`config.mk`:
```
export PLATFORM = sky130hd
export DESIGN_NAME = stream_prefetcher_flat
export DESIGN_NICKNAME = d
export VERILOG_FILES = /design/src/rtl/stream_prefetcher_pkg.sv /design/src/rtl/stream_prefetcher_if.sv /design/src/rtl/stream_prefetcher_addr_gen.sv /design/src/rtl/stream_prefetcher.sv /design/src/flat_wrapper.sv
export SDC_FILE = /design/constraint.sdc
export NUM_CORES = 1
export LEC_CHECK = 0
export ABC_AREA = 0
export CORE_ASPECT_RATIO = 0.8
export CORE_MARGIN = 5
export CORE_UTILIZATION = 48
export CTS_BUF_LIST = sky130_fd_sc_hd__clkbuf_4
export CTS_CLUSTER_DIAMETER = 200
export DETAILED_ROUTE_END_ITERATION = 8
export PLACE_DENSITY = 0.82
export SYNTH_ARGS = -nofsm -noshare
export SYNTH_HDL_FRONTEND = slang
export SYNTH_HIERARCHICAL = 1
export SYNTH_SLANG_ARGS = --single-unit
```
`constraint.sdc`:
```
create_clock -name clk_i -period 4.5 [get_ports clk_i]
set_clock_uncertainty 0.2 [all_clocks]
set_input_delay 0.9 -clock clk_i [delete_from_list [all_inputs] [get_ports clk_i]]
set_output_delay 0.9 -clock clk_i [all_outputs]
set_load 0.1 [all_outputs]
```
`src/rtl/stream_prefetcher_pkg.sv`:
```
// Shared definitions for the stream prefetcher, the stream buffer and the
// cache lookup logic: widths, packet layout and the prefetcher state type.
package stream_prefetcher_pkg;

    localparam int ADDR_W       = 28;
    localparam int DATA_W       = 128;
    localparam int PACKET_WIDTH = 1 + ADDR_W + DATA_W;

    // Packet layout: {valid, addr, data}, valid in the MSB, data in the LSBs.
    localparam int VALID_BIT = PACKET_WIDTH - 1;
    localparam int ADDR_MSB  = PACKET_WIDTH - 2;
    localparam int ADDR_LSB  = DATA_W;
    localparam int DATA_MSB  = DATA_W - 1;
    localparam int DATA_LSB  = 0;

    typedef enum logic [1:0] {
        IDLE  = 2'd0,
        WAIT  = 2'd1,
        REQ   = 2'd2,
        WRITE = 2'd3
    } state_e;

    function automatic logic [PACKET_WIDTH-1:0] make_packet(
        input logic [ADDR_W-1:0] addr,
        input logic [DATA_W-1:0] data
    );
        return {1'b1, addr, data};
    endfunction

endpackage

```
`src/rtl/stream_prefetcher_if.sv`:
```
// Memory port and stream buffer write port of the prefetcher, bundled.
// master = prefetcher side, slave = memory / stream buffer side.
interface stream_prefetcher_if;
    import stream_prefetcher_pkg::*;

    logic                    mem_grant_i;
    logic                    mem_read_o;
    logic [ADDR_W-1:0]       mem_addr_o;
    logic [DATA_W-1:0]       mem_rdata_i;
    logic                    mem_ready_i;
    logic                    sb_write_o;
    logic [PACKET_WIDTH-1:0] sb_packet_o;
    logic                    sb_full_i;

    modport master (
        input  mem_grant_i,
        output mem_read_o,
        output mem_addr_o,
        input  mem_rdata_i,
        input  mem_ready_i,
        output sb_write_o,
        output sb_packet_o,
        input  sb_full_i
    );

    modport slave (
        output mem_grant_i,
        input  mem_read_o,
        input  mem_addr_o,
        output mem_rdata_i,
        output mem_ready_i,
        input  sb_write_o,
        input  sb_packet_o,
        output sb_full_i
    );

endinterface

```
`src/rtl/stream_prefetcher_addr_gen.sv`:
```
// Next block address and fetched-block counter for one prefetch stream.
// load restarts the stream just after base_addr_i; inc advances one block.
module prefetch_addr_gen
    import stream_prefetcher_pkg::*;
#(
    parameter int FETCH_DEPTH = 4,
    parameter int CNT_W       = 3
) (
    input  logic              clk_i,
    input  logic              rst_ni,
    input  logic              load_i,
    input  logic [ADDR_W-1:0] base_addr_i,
    input  logic              inc_i,
    output logic [ADDR_W-1:0] next_addr_o,
    output logic              done_o
);

    logic [ADDR_W-1:0] next_addr_d, next_addr_q;
    logic [CNT_W-1:0]  cnt_d, cnt_q;

    // Load wins over increment; both wrap naturally at their widths.
    always_comb begin
        // NOTE: defaults first so every path assigns every output -- no latch.
        next_addr_d = next_addr_q;
        cnt_d       = cnt_q;
        if (load_i) begin
            next_addr_d = base_addr_i + ADDR_W'(1);
            cnt_d       = '0;
        end else if (inc_i) begin
            next_addr_d = next_addr_q + ADDR_W'(1);
            cnt_d       = cnt_q + CNT_W'(1);
        end
    end

    // Address and counter registers.
    always_ff @(posedge clk_i or negedge rst_ni) begin
        if (!rst_ni) begin
            next_addr_q <= '0;
            cnt_q       <= '0;
        end else begin
            // NOTE: non-blocking so every flop samples pre-edge values.
            next_addr_q <= next_addr_d;
            cnt_q       <= cnt_d;
        end
    end

    assign next_addr_o = next_addr_q;
    assign done_o      = (cnt_q == CNT_W'(FETCH_DEPTH));

endmodule

```
`src/rtl/stream_prefetcher.sv`:
```
// Stream prefetcher: after a miss, reads FETCH_DEPTH sequential blocks from
// memory and writes each one into the stream buffer as a single packet.
module stream_prefetcher
    import stream_prefetcher_pkg::*;
#(
    parameter int FETCH_DEPTH = 4,
    parameter int CNT_W       = 3
) (
    input  logic                       clk_i,
    input  logic                       rst_ni,
    input  logic                       start_i,
    input  logic [ADDR_W-1:0]          start_addr_i,
    input  logic                       flush_i,
    output logic                       busy_o,
    stream_prefetcher_if.master        bus
);

    state_e                  state_d, state_q;
    logic                    drop_d, drop_q;
    logic                    restart_d, restart_q;
    logic [ADDR_W-1:0]       pend_addr_d, pend_addr_q;
    logic                    mem_read_d, mem_read_q;
    logic [ADDR_W-1:0]       mem_addr_d, mem_addr_q;
    logic                    sb_write_d, sb_write_q;
    logic [PACKET_WIDTH-1:0] packet_d, packet_q;
    logic                    busy_d, busy_q;

    logic                    ag_load, ag_inc, ag_done;
    logic [ADDR_W-1:0]       ag_base, ag_next;
    logic                    drop_now, restart_now;

    prefetch_addr_gen #(
        .FETCH_DEPTH (FETCH_DEPTH),
        .CNT_W       (CNT_W)
    ) u_addr_gen (
        .clk_i       (clk_i),
        .rst_ni      (rst_ni),
        .load_i      (ag_load),
        .base_addr_i (ag_base),
        .inc_i       (ag_inc),
        .next_addr_o (ag_next),
        .done_o      (ag_done)
    );

    // A start or flush landing in the response cycle already dooms that data;
    // a later flush cancels a restart that is still waiting for the drain.
    assign drop_now    = drop_q | start_i | flush_i;
    assign restart_now = start_i | (restart_q & ~flush_i);

    // Next-state and next-output logic of the prefetch FSM.
    always_comb begin
        state_d     = state_q;
        drop_d      = drop_q;
        restart_d   = restart_q;
        pend_addr_d = pend_addr_q;
        mem_read_d  = mem_read_q;
        mem_addr_d  = mem_addr_q;
        sb_write_d  = 1'b0;
        packet_d    = packet_q;
        ag_load     = 1'b0;
        ag_base     = start_addr_i;
        ag_inc      = 1'b0;

        case (state_q)
            IDLE: begin
                if (start_i) begin
                    ag_load = 1'b1;
                    state_d = WAIT;
                end
            end
            WAIT: begin
                if (start_i) begin
                    ag_load = 1'b1;
                end else if (flush_i || ag_done) begin
                    state_d = IDLE;
                end else if (bus.mem_grant_i && !bus.sb_full_i) begin
                    mem_read_d = 1'b1;
                    mem_addr_d = ag_next;
                    state_d    = REQ;
                end
            end
            REQ: begin
                // The request is never withdrawn; aborts only mark the data dead.
                if (start_i) begin
                    pend_addr_d = start_addr_i;
                    restart_d   = 1'b1;
                    drop_d      = 1'b1;
                end else if (flush_i) begin
                    restart_d = 1'b0;
                    drop_d    = 1'b1;
                end
                if (bus.mem_ready_i) begin
                    mem_read_d = 1'b0;
                    drop_d     = 1'b0;
                    restart_d  = 1'b0;
                    if (!drop_now) begin
                        packet_d   = make_packet(mem_addr_q, bus.mem_rdata_i);
                        sb_write_d = 1'b1;
                        state_d    = WRITE;
                    end else if (restart_now) begin
                        ag_load = 1'b1;
                        ag_base = pend_addr_d;
                        state_d = WAIT;
                    end else begin
                        state_d = IDLE;
                    end
                end
            end
            WRITE: begin
                if (start_i) begin
                    ag_load = 1'b1;
                    state_d = WAIT;
                end else if (flush_i) begin
                    state_d = IDLE;
                end else begin
                    ag_inc  = 1'b1;
                    state_d = WAIT;
                end
            end
            default: state_d = IDLE;
        endcase

        busy_d = (state_d != IDLE);
    end

    // FSM state and registered outputs.
    always_ff @(posedge clk_i or negedge rst_ni) begin
        if (!rst_ni) begin
            state_q     <= IDLE;
            drop_q      <= 1'b0;
            restart_q   <= 1'b0;
            pend_addr_q <= '0;
            mem_read_q  <= 1'b0;
            mem_addr_q  <= '0;
            sb_write_q  <= 1'b0;
            // NOTE: the packet/data register is reset too, so sb_packet_o is
            // defined from reset instead of holding X until the first write.
            packet_q    <= '0;
            busy_q      <= 1'b0;
        end else begin
            state_q     <= state_d;
            drop_q      <= drop_d;
            restart_q   <= restart_d;
            pend_addr_q <= pend_addr_d;
            mem_read_q  <= mem_read_d;
            mem_addr_q  <= mem_addr_d;
            sb_write_q  <= sb_write_d;
            packet_q    <= packet_d;
            busy_q      <= busy_d;
        end
    end

    assign bus.mem_read_o  = mem_read_q;
    assign bus.mem_addr_o  = mem_addr_q;
    assign bus.sb_packet_o = packet_q;
    // NOTE: the write strobe is gated combinationally: the buffer drops writes
    // in its flush cycle, which is only known in the WRITE cycle itself.
    assign bus.sb_write_o  = sb_write_q & ~flush_i & ~start_i;
    assign busy_o          = busy_q;

endmodule

```
`src/flat_wrapper.sv`:
```
// flat-port wrapper written by rule: the top's interface ports become plain ports
module stream_prefetcher_flat import stream_prefetcher_pkg::*;
#(
    parameter int FETCH_DEPTH = 4,
    parameter int CNT_W       = 3
)
  (clk_i, rst_ni, start_i, start_addr_i, flush_i, busy_o, bus_mem_grant_i, bus_mem_read_o, bus_mem_addr_o, bus_mem_rdata_i, bus_mem_ready_i, bus_sb_write_o, bus_sb_packet_o, bus_sb_full_i);
  stream_prefetcher_if bus_i ();
  input  logic clk_i;
  input  logic rst_ni;
  input  logic start_i;
  input  logic [ADDR_W-1:0] start_addr_i;
  input  logic flush_i;
  output logic busy_o;
  input wire logic [$bits(bus_i.mem_grant_i)-1:0] bus_mem_grant_i;
  output wire logic [$bits(bus_i.mem_read_o)-1:0] bus_mem_read_o;
  output wire logic [$bits(bus_i.mem_addr_o)-1:0] bus_mem_addr_o;
  input wire logic [$bits(bus_i.mem_rdata_i)-1:0] bus_mem_rdata_i;
  input wire logic [$bits(bus_i.mem_ready_i)-1:0] bus_mem_ready_i;
  output wire logic [$bits(bus_i.sb_write_o)-1:0] bus_sb_write_o;
  output wire logic [$bits(bus_i.sb_packet_o)-1:0] bus_sb_packet_o;
  input wire logic [$bits(bus_i.sb_full_i)-1:0] bus_sb_full_i;
  assign bus_i.mem_grant_i = bus_mem_grant_i;
  assign bus_mem_read_o = bus_i.mem_read_o;
  assign bus_mem_addr_o = bus_i.mem_addr_o;
  assign bus_i.mem_rdata_i = bus_mem_rdata_i;
  assign bus_i.mem_ready_i = bus_mem_ready_i;
  assign bus_sb_write_o = bus_i.sb_write_o;
  assign bus_sb_packet_o = bus_i.sb_packet_o;
  assign bus_i.sb_full_i = bus_sb_full_i;
  stream_prefetcher #(.FETCH_DEPTH(FETCH_DEPTH), .CNT_W(CNT_W)) u_core (.clk_i(clk_i), .rst_ni(rst_ni), .start_i(start_i), .start_addr_i(start_addr_i), .flush_i(flush_i), .busy_o(busy_o), .bus(bus_i));
endmodule
```
==> results.sh <==
export IMPL_fin_crit_sh=0.8743
export IMPL_end_kind="flip-flop"
export IMPL_insertion_delay_ps=650
export IMPL_final_hold_viol_count=0
export IMPL_initial_core_util=0.4916
export IMPL_synth_fa_ha_area_frac=0.003375
export IMPL_ys_warn_count=6
export IMPL_finalSetupViolations=0
export IMPL_yosysTopAreaCell="dfrtp_1"
export IMPL_p_leak_nw=7.178
export IMPL_placedCellCount=1428
export IMPL_areaGrowthSynthToFinish_pct=41.73
export IMPL_grt_antenna_before_repair=3
export IMPL_crit_path_top_delay_cell="a222oi_1"
export IMPL_cts_buffers_inserted=68
export IMPL_setup_tns_ps=0
export IMPL_grt_pass1_vias=8288
export IMPL_initialDrtViolationCount=395
export IMPL_rsz0062_at_grt="false"
export IMPL_fp_dieH_um=146.2
export IMPL_netlist_area_um2=11120
export IMPL_synthesis_nets=966
export IMPL_clockBufferDepth=3
export IMPL_synth_mux_area_fraction=0.2757
export IMPL_cts_resized=0
export IMPL_netlist_instances=800
export IMPL_postCtsSetupBuffers=0
export IMPL_cp_slowest_stage_delay_ps=680
export IMPL_port_buffers=350
export IMPL_remaining_drc_errors=0
export IMPL_fin_nets=1358
export IMPL_ant_nets=0
export IMPL_tightest_slew_ps=1070
export IMPL_cp_num_buf_inv=2
export IMPL_postRouteWirelength_um=29450
export IMPL_async_flop_share=1.000
export IMPL_die_x_um=180.2
export IMPL_synth_compound_area_frac=0.02430
export IMPL_dr_pass1_iters=4
export IMPL_worstPathCellList="clkdlybuf4s50_1 -> nand2_2 -> or4_1 -> buf_12 -> mux2_2 -> nand4_4 -> a222oi_1 -> and4_1 -> nand4_1 -> xor2_1 -> mux2i_1"
export IMPL_critPathRequiredTime_ps=4810
export IMPL_synth_edf_count=0
export IMPL_synth_top_family_by_area="multiplexers"
export IMPL_yosys_area_share_simple=0.06446
export IMPL_slew_headroom=0.2841
export IMPL_vdd_drop_max_mv=0.3853
export IMPL_synth_xor_xnor_area_share=0.04095
export IMPL_cts_root_buffer="clkbuf_4"
export IMPL_hpwlAfterDp_um=21550
export IMPL_clock_sinks=251
export IMPL_grt_pass1_wl_um=46660
export IMPL_gp_congestion=0.8383
export IMPL_cts_max_level=3
export IMPL_vias_per_cell=5.060
export IMPL_critPathLaunchType="input pin"
export IMPL_critPathMaxFanout=28
export IMPL_coreArea_um2=22620
export IMPL_grt_overflow_total=0
export IMPL_powerDensity_nw_per_um2=404.0
export IMPL_max_cap_violations=0
export IMPL_synth_area_leaders="dfrtp_1 56%, mux2_2 23%, mux2_4 2.7%, xor2_1 2.7%, mux2i_1 1.9%"
export IMPL_num_rows=49
export IMPL_status="finished, final reports clean"
export IMPL_synth_top_area_share=0.5647
export IMPL_clk_pin_slew_ps=60
export IMPL_synth_cell_types=48
export IMPL_cts_tree="built"
export IMPL_final_cell_count_no_fill=1543
export IMPL_fmax_mhz=254.2
export IMPL_arrival_ps=4250
export IMPL_via_count=7808
export IMPL_wire_per_inst_um=19.09
export IMPL_critPathTopFamily="simple AND/OR/NAND/NOR gates"
export IMPL_maxSlewViolCount=0
export IMPL_ys_seq_elements=251
export IMPL_io_pins=351
export IMPL_drive_above_1_share=0.2960
export IMPL_worstSetupPathType="input pin to flip-flop"
export IMPL_die_area_um2=26330
export IMPL_cts_hold_buffers_added=0
export IMPL_grt_start_max_net_pins=153
export IMPL_worst_hold_path_type="input pin to async pin"
export IMPL_period_needed_ps=3935
export IMPL_syn_area_per_cell_um2=13.90
export IMPL_ys_seq_area_frac=0.5647
export IMPL_grt_total_usage=0.2201
export IMPL_synthFlopType="dfrtp_1"
-- cells in the final DEF (no fill, tap or decap), types with 2 or more instances in the layout --
master,Yosys,routed
a211oi_1,2,2
a21oi_1,9,9
a222oi_1,2,2
a22oi_1,5,5
and2_1,8,8
and3_1,2,2
and4_1,3,3
buf_12,0,4
buf_4,3,14
bufinv_16,0,3
clkbuf_4,0,85
clkdlybuf4s50_1,0,348
clkinv_1,0,21
dfrtp_1,251,251
diode_2,0,4
ha_1,3,3
inv_1,9,9
inv_2,0,2
mux2_2,227,227
mux2_4,20,20
mux2i_1,21,21
nand2_1,39,39
nand3_1,29,29
nand3b_1,6,6
nand4_1,12,12
nand4b_1,6,6
nor2_1,12,12
o21ai_0,13,13
o22ai_1,3,3
or4_1,2,2
xnor2_1,18,18
xor2_1,34,34
-- worst register-to-register path, cell delays in order (launching register included) --
cell and delay, ps:
dfrtp_1 440, nor2b_4 190, nand2_2 120, or4_1 540
buf_12 210, mux2_2 330, nand4_4 130, a222oi_1 680
and4_1 440, nand4_1 150, xor2_1 170, mux2i_1 90
-- cell families (layout without fill, tap and decap cells) --
family          count (synthesis)  count (layout)
other cells                     0               4
xor+xnor                       52              52
compound gates                 42              42
buf+inv                        54             487
simple gates                  130             130
fa+ha+maj                       3               3
mux                           268             268
flops                         251             251
-- layer usage --
layer	up-vias	share of wire	track usage	wire length, um
met3	37	0.060	0.06367	1776
met4	0	0.015	0.06689	450
met5	-	0	0	0
li1	3660	-	-	-
met2	275	0.50	0.3706	14760
met1	3836	0.42	0.2776	12470
-- synthesized netlist by cell type, types with 2 or more instances --
master,number
mux2i_1,21
clkbuf_1,7
and2_1,8
inv_1,9
nand3b_1,6
nand3_1,29
buf_2,28
mux2_4,20
buf_4,3
o21ai_0,13
a211oi_1,2
nand2_1,39
and3_1,2
mux2_2,227
xnor2_1,18
a22oi_1,5
and4_1,3
xor2_1,34
a21oi_1,9
nand4_1,12
nor2_1,12
dfrtp_1,251
or4_1,2
nand4b_1,6
buf_6,6
a222oi_1,2
o22ai_1,3
ha_1,3
-- worst paths after layout --
kind                                                         start  cells past startpoint                                            end  slack [ps]
max                                                bus_mem_ready_i                     11  u_core/u_addr_gen/next_addr_o[27]$_DFFE_PN0P_         570
min                                                         rst_ni                      1        u_core/bus.sb_packet_o[142]$_DFFE_PN0P_         120
max reg2reg                            u_core/state_q[0]$_DFF_PN0_                     11  u_core/u_addr_gen/next_addr_o[27]$_DFFE_PN0P_         680
min reg2reg                u_core/bus.sb_packet_o[156]$_DFFE_PN0P_                      1        u_core/bus.sb_packet_o[156]$_DFFE_PN0P_         290
max in group asynchronous                                   rst_ni                      2        u_core/bus.sb_packet_o[137]$_DFFE_PN0P_        3030
min in group clk_i         u_core/bus.sb_packet_o[156]$_DFFE_PN0P_                      1        u_core/bus.sb_packet_o[156]$_DFFE_PN0P_         290
-- per-stage QoR --
| stage | area [um2] | utilization | hold slack (ps) | power, mW | setup WS [ps] |
|---|---|---|---|---|---|
| 6_report | 15760 | 0.6968 | 120.9 | 6.367 | 565.5 |
| 5_1_grt | 15760 | 0.6968 | 112.1 | 6.682 | 516.9 |
| 4_1_cts | 15750 | 0.6963 | 121.1 | 6.461 | 678.2 |
| 3_5_place_dp | 14940 | 0.6603 | 278.6 | 4.459 | -44.23 |
| 3_3_place_gp | 14940 | 0.6603 | 252.6 | 4.433 | 32.27 |
| 2_1_floorplan | 11120 | - | 275.4 | 3.865 | 507.9 |
-- flip-flops by register name, indices dropped and copies added, names as in the netlist --
| signal | flops |
|---|---|
| u_core/bus.sb_packet_o | 157 |
| u_core/bus.mem_addr_o | 28 |
| u_core/pend_addr_q | 28 |
| u_core/u_addr_gen/next_addr_o | 28 |
| u_core/u_addr_gen/cnt_q | 3 |
| u_core/state_q | 2 |
| u_core/bus.mem_read_o | 1 |
| u_core/busy_o | 1 |
| u_core/drop_q | 1 |
| u_core/restart_q | 1 |
| u_core/sb_write_q | 1 |
-- where the power goes --
| group | internal (mW) | switching, mW |
|---|---|---|
| combinational | 0.546 | 1.23 |
| clock | 1.06 | 0.897 |
| sequential | 2.47 | 0.175 |
-- cell type report --
| cell class | instances | area [um2] |
|---|---|---|
| repair buffers | 367 | 3684 |
| inverters | 9 | 33.78 |
| clock inverters | 26 | 176.4 |
| well taps | 306 | 382.9 |
| multi-input cells | 495 | 4557 |
| fillers | 1659 | 6860 |
| flip-flops and latches | 251 | 6281 |
| diodes | 4 | 10.01 |
| clock buffers | 85 | 638.1 |
(Power assumes the default switching activity.)
